### config.mk
export PLATFORM = sky130hd
export DESIGN_NAME = aes128_key_sched_ctrl
export DESIGN_NICKNAME = d
export VERILOG_FILES = /design/src/rtl/aes_pkg.sv /design/src/rtl/aes_key_round.sv /design/src/rtl/aes128_key_sched_ctrl.sv
export SDC_FILE = /design/constraint.sdc
export NUM_CORES = 2
export LEC_CHECK = 0
export BUFFER_PORTS_ARGS = -buffer_cell sky130_fd_sc_hd__buf_2
export CAP_MARGIN = 40
export CORE_UTILIZATION = 30
export DETAILED_ROUTE_END_ITERATION = 16
export PLACE_DENSITY = 0.42
export SYNTH_ARGS = -nofsm -noshare
export SYNTH_HDL_FRONTEND = slang
export SYNTH_SLANG_ARGS = --single-unit
### constraint.sdc
create_clock -name clk_i -period 15.5 [get_ports clk_i]
set_clock_uncertainty 0.15 [all_clocks]
set_input_delay 0.775 -clock clk_i [delete_from_list [all_inputs] [get_ports clk_i]]
set_output_delay 0.775 -clock clk_i [all_outputs]
set_load 0.05 [all_outputs]
### src/rtl/aes_pkg.sv
// Shared AES-128 key-schedule definitions: sizes, round constants,
// S-box lookup and the controller state encoding.
package aes_pkg;

    localparam int WIDTH = 128;
    localparam int NR    = 10;

    // Round constant per expansion round; entry 0 and 11..15 are unused padding
    // so that a 4-bit round counter can index the table directly.
    localparam logic [0:15][7:0] RCON = {
        8'h00, 8'h01, 8'h02, 8'h04, 8'h08, 8'h10, 8'h20, 8'h40,
        8'h80, 8'h1b, 8'h36, 8'h00, 8'h00, 8'h00, 8'h00, 8'h00
    };

    // Forward S-box, entry 0 in the most significant byte.
    localparam logic [0:255][7:0] SBOX = {
        128'h637c777bf26b6fc53001672bfed7ab76,
        128'hca82c97dfa5947f0add4a2af9ca472c0,
        128'hb7fd9326363ff7cc34a5e5f171d83115,
        128'h04c723c31896059a071280e2eb27b275,
        128'h09832c1a1b6e5aa0523bd6b329e32f84,
        128'h53d100ed20fcb15b6acbbe394a4c58cf,
        128'hd0efaafb434d338545f9027f503c9fa8,
        128'h51a3408f929d38f5bcb6da2110fff3d2,
        128'hcd0c13ec5f974417c4a77e3d645d1973,
        128'h60814fdc222a908846eeb814de5e0bdb,
        128'he0323a0a4906245cc2d3ac629195e479,
        128'he7c8376d8dd54ea96c56f4ea657aae08,
        128'hba78252e1ca6b4c6e8dd741f4bbd8b8a,
        128'h703eb5664803f60e613557b986c11d9e,
        128'he1f8981169d98e949b1e87e9ce5528df,
        128'h8ca1890dbfe6426841992d0fb054bb16
    };

    typedef enum logic [1:0] {
        ST_IDLE,
        ST_EXPAND,
        ST_READY
    } state_t;

    function automatic logic [7:0] sbox(input logic [7:0] b);
        return SBOX[b];
    endfunction

endpackage

### src/rtl/aes_key_round.sv
// One AES-128 key-expansion round: derives round key n from round key n-1.
module aes_key_round
    import aes_pkg::*;
(
    input  logic [WIDTH-1:0] prev_key_i,
    input  logic [7:0]       rcon_i,
    output logic [WIDTH-1:0] next_key_o
);

    logic [31:0] w0, w1, w2, w3;
    logic [31:0] rot_word, sub_word, t_word;
    logic [31:0] n0, n1, n2, n3;

    assign w0 = prev_key_i[127:96];
    assign w1 = prev_key_i[95:64];
    assign w2 = prev_key_i[63:32];
    assign w3 = prev_key_i[31:0];

    // RotWord: cyclic left rotate by one byte
    assign rot_word = {w3[23:0], w3[31:24]};

    // SubWord: four independent S-box lookups
    generate
        for (genvar gi = 0; gi < 4; gi++) begin : g_sub
            assign sub_word[gi*8 +: 8] = sbox(rot_word[gi*8 +: 8]);
        end
    endgenerate

    assign t_word = sub_word ^ {rcon_i, 24'h000000};

    assign n0 = w0 ^ t_word;
    assign n1 = w1 ^ n0;
    assign n2 = w2 ^ n1;
    assign n3 = w3 ^ n2;

    assign next_key_o = {n0, n1, n2, n3};

endmodule

### src/rtl/aes128_key_sched_ctrl.sv
// Sequential AES-128 key-schedule controller: one shared round datapath,
// one round key per clock, round keys 0..NR kept in a register file and
// served through a registered read port.
module aes128_key_sched_ctrl #(
    parameter int WIDTH = aes_pkg::WIDTH,   // only 128 is supported
    parameter int NR    = aes_pkg::NR
) (
    input  logic             clk_i,
    input  logic             rst_n_i,
    input  logic             key_valid_i,
    input  logic [WIDTH-1:0] key_i,
    output logic             key_ready_o,
    output logic             busy_o,
    output logic             done_o,
    input  logic             rk_rd_i,
    input  logic [3:0]       rk_idx_i,
    output logic [WIDTH-1:0] rk_o,
    output logic             rk_valid_o,
    output logic             rk_err_o
);

    import aes_pkg::*;

    localparam logic [3:0] LAST_IDX = 4'(NR);

    state_t           state_reg;
    logic [3:0]       cnt_reg;
    logic [3:0]       gen_cnt_reg;
    logic [WIDTH-1:0] cur_key_reg;
    logic             key_ready_reg;
    logic             busy_reg;
    logic             done_reg;
    logic [WIDTH-1:0] rk_reg;
    logic             rk_valid_reg;
    logic             rk_err_reg;

    logic [WIDTH-1:0] rk_mem [0:NR];

    logic             accept;
    logic [7:0]       rcon_cur;
    logic [WIDTH-1:0] next_key;

    // key_ready_reg is low exactly while expanding, so keys offered then are ignored
    assign accept   = key_valid_i && key_ready_reg;
    assign rcon_cur = RCON[cnt_reg];

    // The previous round key lives in cur_key_reg so the datapath never reads the array
    aes_key_round u_round (
        .prev_key_i (cur_key_reg),
        .rcon_i     (rcon_cur),
        .next_key_o (next_key)
    );

    // Register file write: cipher key at slot 0 on handshake, then one round key per cycle
    always_ff @(posedge clk_i) begin
        if (accept) begin
            rk_mem[0] <= key_i;
        end else if (state_reg == ST_EXPAND) begin
            rk_mem[cnt_reg] <= next_key;
        end
    end

    // Controller FSM with counters and registered status outputs
    always_ff @(posedge clk_i or negedge rst_n_i) begin
        if (!rst_n_i) begin
            state_reg     <= ST_IDLE;
            cnt_reg       <= 4'd0;
            gen_cnt_reg   <= 4'd0;
            cur_key_reg   <= '0;
            key_ready_reg <= 1'b1;
            busy_reg      <= 1'b0;
            done_reg      <= 1'b0;
        end else begin
            done_reg <= 1'b0;
            case (state_reg)
                ST_IDLE, ST_READY: begin
                    if (accept) begin
                        cur_key_reg   <= key_i;
                        cnt_reg       <= 4'd1;
                        gen_cnt_reg   <= 4'd1;
                        key_ready_reg <= 1'b0;
                        busy_reg      <= 1'b1;
                        state_reg     <= ST_EXPAND;
                    end
                end
                ST_EXPAND: begin
                    cur_key_reg <= next_key;
                    gen_cnt_reg <= gen_cnt_reg + 4'd1;
                    if (cnt_reg == LAST_IDX) begin
                        cnt_reg       <= 4'd0;
                        key_ready_reg <= 1'b1;
                        busy_reg      <= 1'b0;
                        done_reg      <= 1'b1;
                        state_reg     <= ST_READY;
                    end else begin
                        cnt_reg <= cnt_reg + 4'd1;
                    end
                end
                default: state_reg <= ST_IDLE;
            endcase
        end
    end

    // Read port: only keys already written (idx < gen_cnt) are valid; data held when idle
    always_ff @(posedge clk_i or negedge rst_n_i) begin
        if (!rst_n_i) begin
            rk_reg       <= '0;
            rk_valid_reg <= 1'b0;
            rk_err_reg   <= 1'b0;
        end else if (rk_rd_i) begin
            if ((rk_idx_i < gen_cnt_reg) && (rk_idx_i <= LAST_IDX)) begin
                rk_reg       <= rk_mem[rk_idx_i];
                rk_valid_reg <= 1'b1;
                rk_err_reg   <= 1'b0;
            end else begin
                rk_reg       <= '0;
                rk_valid_reg <= 1'b0;
                rk_err_reg   <= 1'b1;
            end
        end else begin
            rk_valid_reg <= 1'b0;
            rk_err_reg   <= 1'b0;
        end
    end

    assign key_ready_o = key_ready_reg;
    assign busy_o      = busy_reg;
    assign done_o      = done_reg;
    assign rk_o        = rk_reg;
    assign rk_valid_o  = rk_valid_reg;
    assign rk_err_o    = rk_err_reg;

endmodule

==> impl_metrics.csv <==
group,metric,value,unit
global_route,overflow,0,
synthesis,synthDistinctLibCells,125,
drt,drt-total-wl,327000,µm
synthesis,synthMuxAreaShare,11.8,%
layout,fill_cells,27400,
layout,final_cells,10700,
setup_path,cp.required,15.86,ns
hold_path,hold_class,"in -> reg",
synthesis,synth-compound-area-share,13.5,%
synthesis,synth-xor-area-share,2.50,%
setup_path,cp_top_family,"compound AO/OA/AOI/OAI gates",
power_and_ir_drop,power.leakage,34.5,nW
synthesis,synth_nets,6835,
setup_path,path_depth,12,
synthesis,synth_edf_count,1408,
drt,wl_met3,18400,µm
sta,period_needed,6.22,ns
drt,drt_iter0_markers,6351,
global_route,grt_pass1_vias,58100,
global_route,antenna_found_initial,24,
setup_path,critPathKind,"reg -> reg",
sta,period_share,40.1,%
clock_tree,htreeDepth,4,
power_and_ir_drop,finalPower,10.3,mW
setup_path,end_kind,"flop",
flow_run,maxCapViolCount,0,
drt,ant_nets,0,
drt,dr_wl_met2,154000,µm
clock_tree,cts_sinks,1679,
placed_design,io_buffer_count,268,
layout,final_common_cell,"edfxtp_1",
global_route,grt_max_degree,155,
synthesis,synth_flop_cell,"edfxtp_1",
clock_tree,cts-root-buf,"clkbuf_16",
setup_path,slowest_delay,1.01,ns
drt,drc_errors,0,
power_and_ir_drop,ir_drop,0.0000923,V
sta,tightest_slew,1.03,ns
sta,hold_viol,0,
drt,post_drt_wl_per_cell,30.6,µm
setup_path,cp_max_fo,50,
layout,syn_to_final_growth,15.3,%
drt,firstDrtPassIters,6,
synthesis,synth_simple_gate_area_share,9.02,%
sta,tns,0,ns
sta,rsz0062_at_grt,"false",
synthesis,synth_top_family_by_area,"compound AO/OA/AOI/OAI gates",
drt,route.layer.met1.wl,146000,µm
global_route,track_usage,22.4,%
outcome,outcome,"complete, no violations",
layout,utilization,34.8,%
synthesis,synth-warning-count,0,
synthesis,synthAdderAreaFrac,1.02,%
drt,dr_total_vias,59600,
setup_path,cp_slowest_cell,"ha_1",
synthesis,syn_avg_cell_area,12.8,µm²
synthesis,synth-seq-cells,1679,
global_route,grt_pass1_wl,461000,µm
floorplan,io_pins,269,
layout,final_cell_mix,"edfxtp_1, nand2_1, o21ai_0",
clock_tree,cts.path.max_buffers,4,
synthesis,synthesis.instances,6631,
setup_path,start_kind,"flop",
clock_tree,path_clk_slew,0.06,ns
synthesis,synthArstFlopShare,16.1,%
clock_tree,numCtsBuffers,193,
synthesis,ys_seq_area_share,58.0,%
placed_design,gp_congestion,0.949,
placed_design,hpwl,211000,µm
synthesis,synth_area,84600,µm²
sta,max_slew_margin,31.4,%
drt,highest_layer,"met5",
floorplan,start_util,30.2,%
setup_path,crit_top_cell,"a2111oi_0",
layout,drive_gt1_share,18.9,%
floorplan,dieArea,284000,µm²
hold_path,holdPathStages,3,
floorplan,fp-row-count,194,
floorplan,die_h,533,µm
layout,nNetsFinal,6990,
clock_tree,insertion_delay,0.88,ns
sta,hold_ws,0.0582,ns
setup_path,crit_chain,"buf_4 -> inv_1 -> ha_1 -> nor2b_1 -> a2111oi_0 -> a2111oi_0 -> or3_1 -> o2111ai_1 -> o311ai_2 -> nor2_2 -> xnor3_1 -> o21ai_1",
setup_path,crit_buf_inv,2,
floorplan,core_area,280000,µm²
layout,largest_reg_flops,1408,
placed_design,dp_cells,10300,
floorplan,fp.dieW,533,µm
setup_path,cp.arrival,6.57,ns
clock_tree,postCtsSetupRepairBufs,0,
clock_tree,tritoncts,"built",
sta,fmax,161,MHz
drt,via_per_inst,5.58,
sta,slew_viol_final,0,
power_and_ir_drop,power.density,106,nW/µm²
setup_path,r2r_cells,12,
sta,finalSetupViolCount,0,
-- area by class of cell --
class                      count  area, µm²  share of cell area, %
antenna                        8       20.0                 0.0205
sequential                  1679      49100                   50.4
inverter                     201        754                  0.774
timing repair buffer         558       4310                   4.42
clock buffer                 241       5200                   5.34
clock inverter               109       1240                   1.28
multi-input combinational   4153      32200                   33.0
tap                         3724       4660                   4.78
-- worst reg2reg max path: stages (launching register included) --
cell       delay (ns)
dfrtp_1          0.32
buf_4            0.47
inv_1            0.49
ha_1             1.01
nor2b_1          0.25
a2111oi_0        0.43
a2111oi_0        0.17
or3_1            0.47
o2111ai_1        0.24
o311ai_2         0.26
nor2_2           0.63
xnor3_1          0.31
o21ai_1          0.65
-- report_power, final --
| group | internal [mW] | switching (mW) | total, mW |
|---|---|---|---|
| Combinational | 0.200 | 0.501 | 0.700 |
| Clock | 2.79 | 1.90 | 4.69 |
| Sequential | 4.93 | 0.0275 | 4.96 |
-- final timing paths --
check | from | to | slack [ns]
max | cur_key_reg[25]$_DFFE_PN0P_ | rk_mem[6][3]$_DFFE_PP_ | 9.28
min | key_i[29] | cur_key_reg[29]$_DFFE_PN0P_ | 0.06
max reg2reg | cur_key_reg[25]$_DFFE_PN0P_ | rk_mem[6][3]$_DFFE_PP_ | 9.28
min reg2reg | gen_cnt_reg[3]$_DFFE_PN0P_ | gen_cnt_reg[3]$_DFFE_PN0P_ | 0.34
max in group asynchronous | rst_n_i | cur_key_reg[9]$_DFFE_PN0P_ | 12.25
min in group asynchronous | rst_n_i | rk_o[72]$_DFFE_PN0P_ | 0.32
-- kinds of logic after synthesis --
group                      Yosys count
xor gates and xnor gates           197
adders and majority gates           68
buffers and inverters              799
AOI/OAI and AO/OA                 1700
and+or+nand+nor                   1571
DFF                               1679
muxes                              617
-- cell usage after synthesis, drive strengths merged (17+ instances only) --
cell type	number	share of area (%)
edfxtp	1408	50
nand2	531	2.4
o21ai	475	2.8
clkbuf	344	1.5
nor2	320	1.4
a21oi	304	1.8
mux4	301	8.0
mux2i	300	3.6
dfrtp	270	8.0
buf	254	1.7
inv	194	0.86
o22ai	156	1.2
nor3	139	0.83
xnor2	118	1.4
nand2b	116	0.86
nor2b	95	0.71
nand3	91	0.54
ha	67	0.99
a221o	65	0.77
xor2	64	0.74
o211ai	62	0.56
a22oi	53	0.47
a211oi	48	0.43
a21o	48	0.43
a311oi	47	0.51
a31oi	46	0.36
nor3b	46	0.41
and2	45	0.34
o311ai	43	0.45
or3	34	0.25
and3	32	0.24
o31ai	32	0.29
or2	30	0.22
a211o	28	0.29
a221oi	27	0.29
o221ai	23	0.25
nand3b	22	0.20
o2111ai	21	0.25
o21a	20	0.18
a2111oi	18	0.20
o311a	18	0.21
o32ai	18	0.20
a32oi	17	0.18
-- metrics by stage --
stage               cell area (µm²)  setup WS [ns]
floorplan                     84600           4.43
global route                  97500           9.00
detailed placement            90900           9.43
global placement              89800           9.15
CTS                           97400           9.37
finish                        97500           9.28
-- what timing repair did --
| item | in CTS | in global routing |
|---|---|---|
| hold buffers | 8 | 0 |
| hold endpoints to repair | 36 | 0 |
| gates resized for setup | 0 | 0 |
-- metal layers --
| metal | vias up | track usage [%] |
|---|---|---|
| met1 | 31100 | 31.5 |
| met3 | 437 | 3.08 |
| met5 | - | 0 |
| li1 | 25900 | - |
| met2 | 2138 | 36.4 |
| met4 | 12 | 5.69 |
No activity file was read; power rests on OpenSTA's default activity.
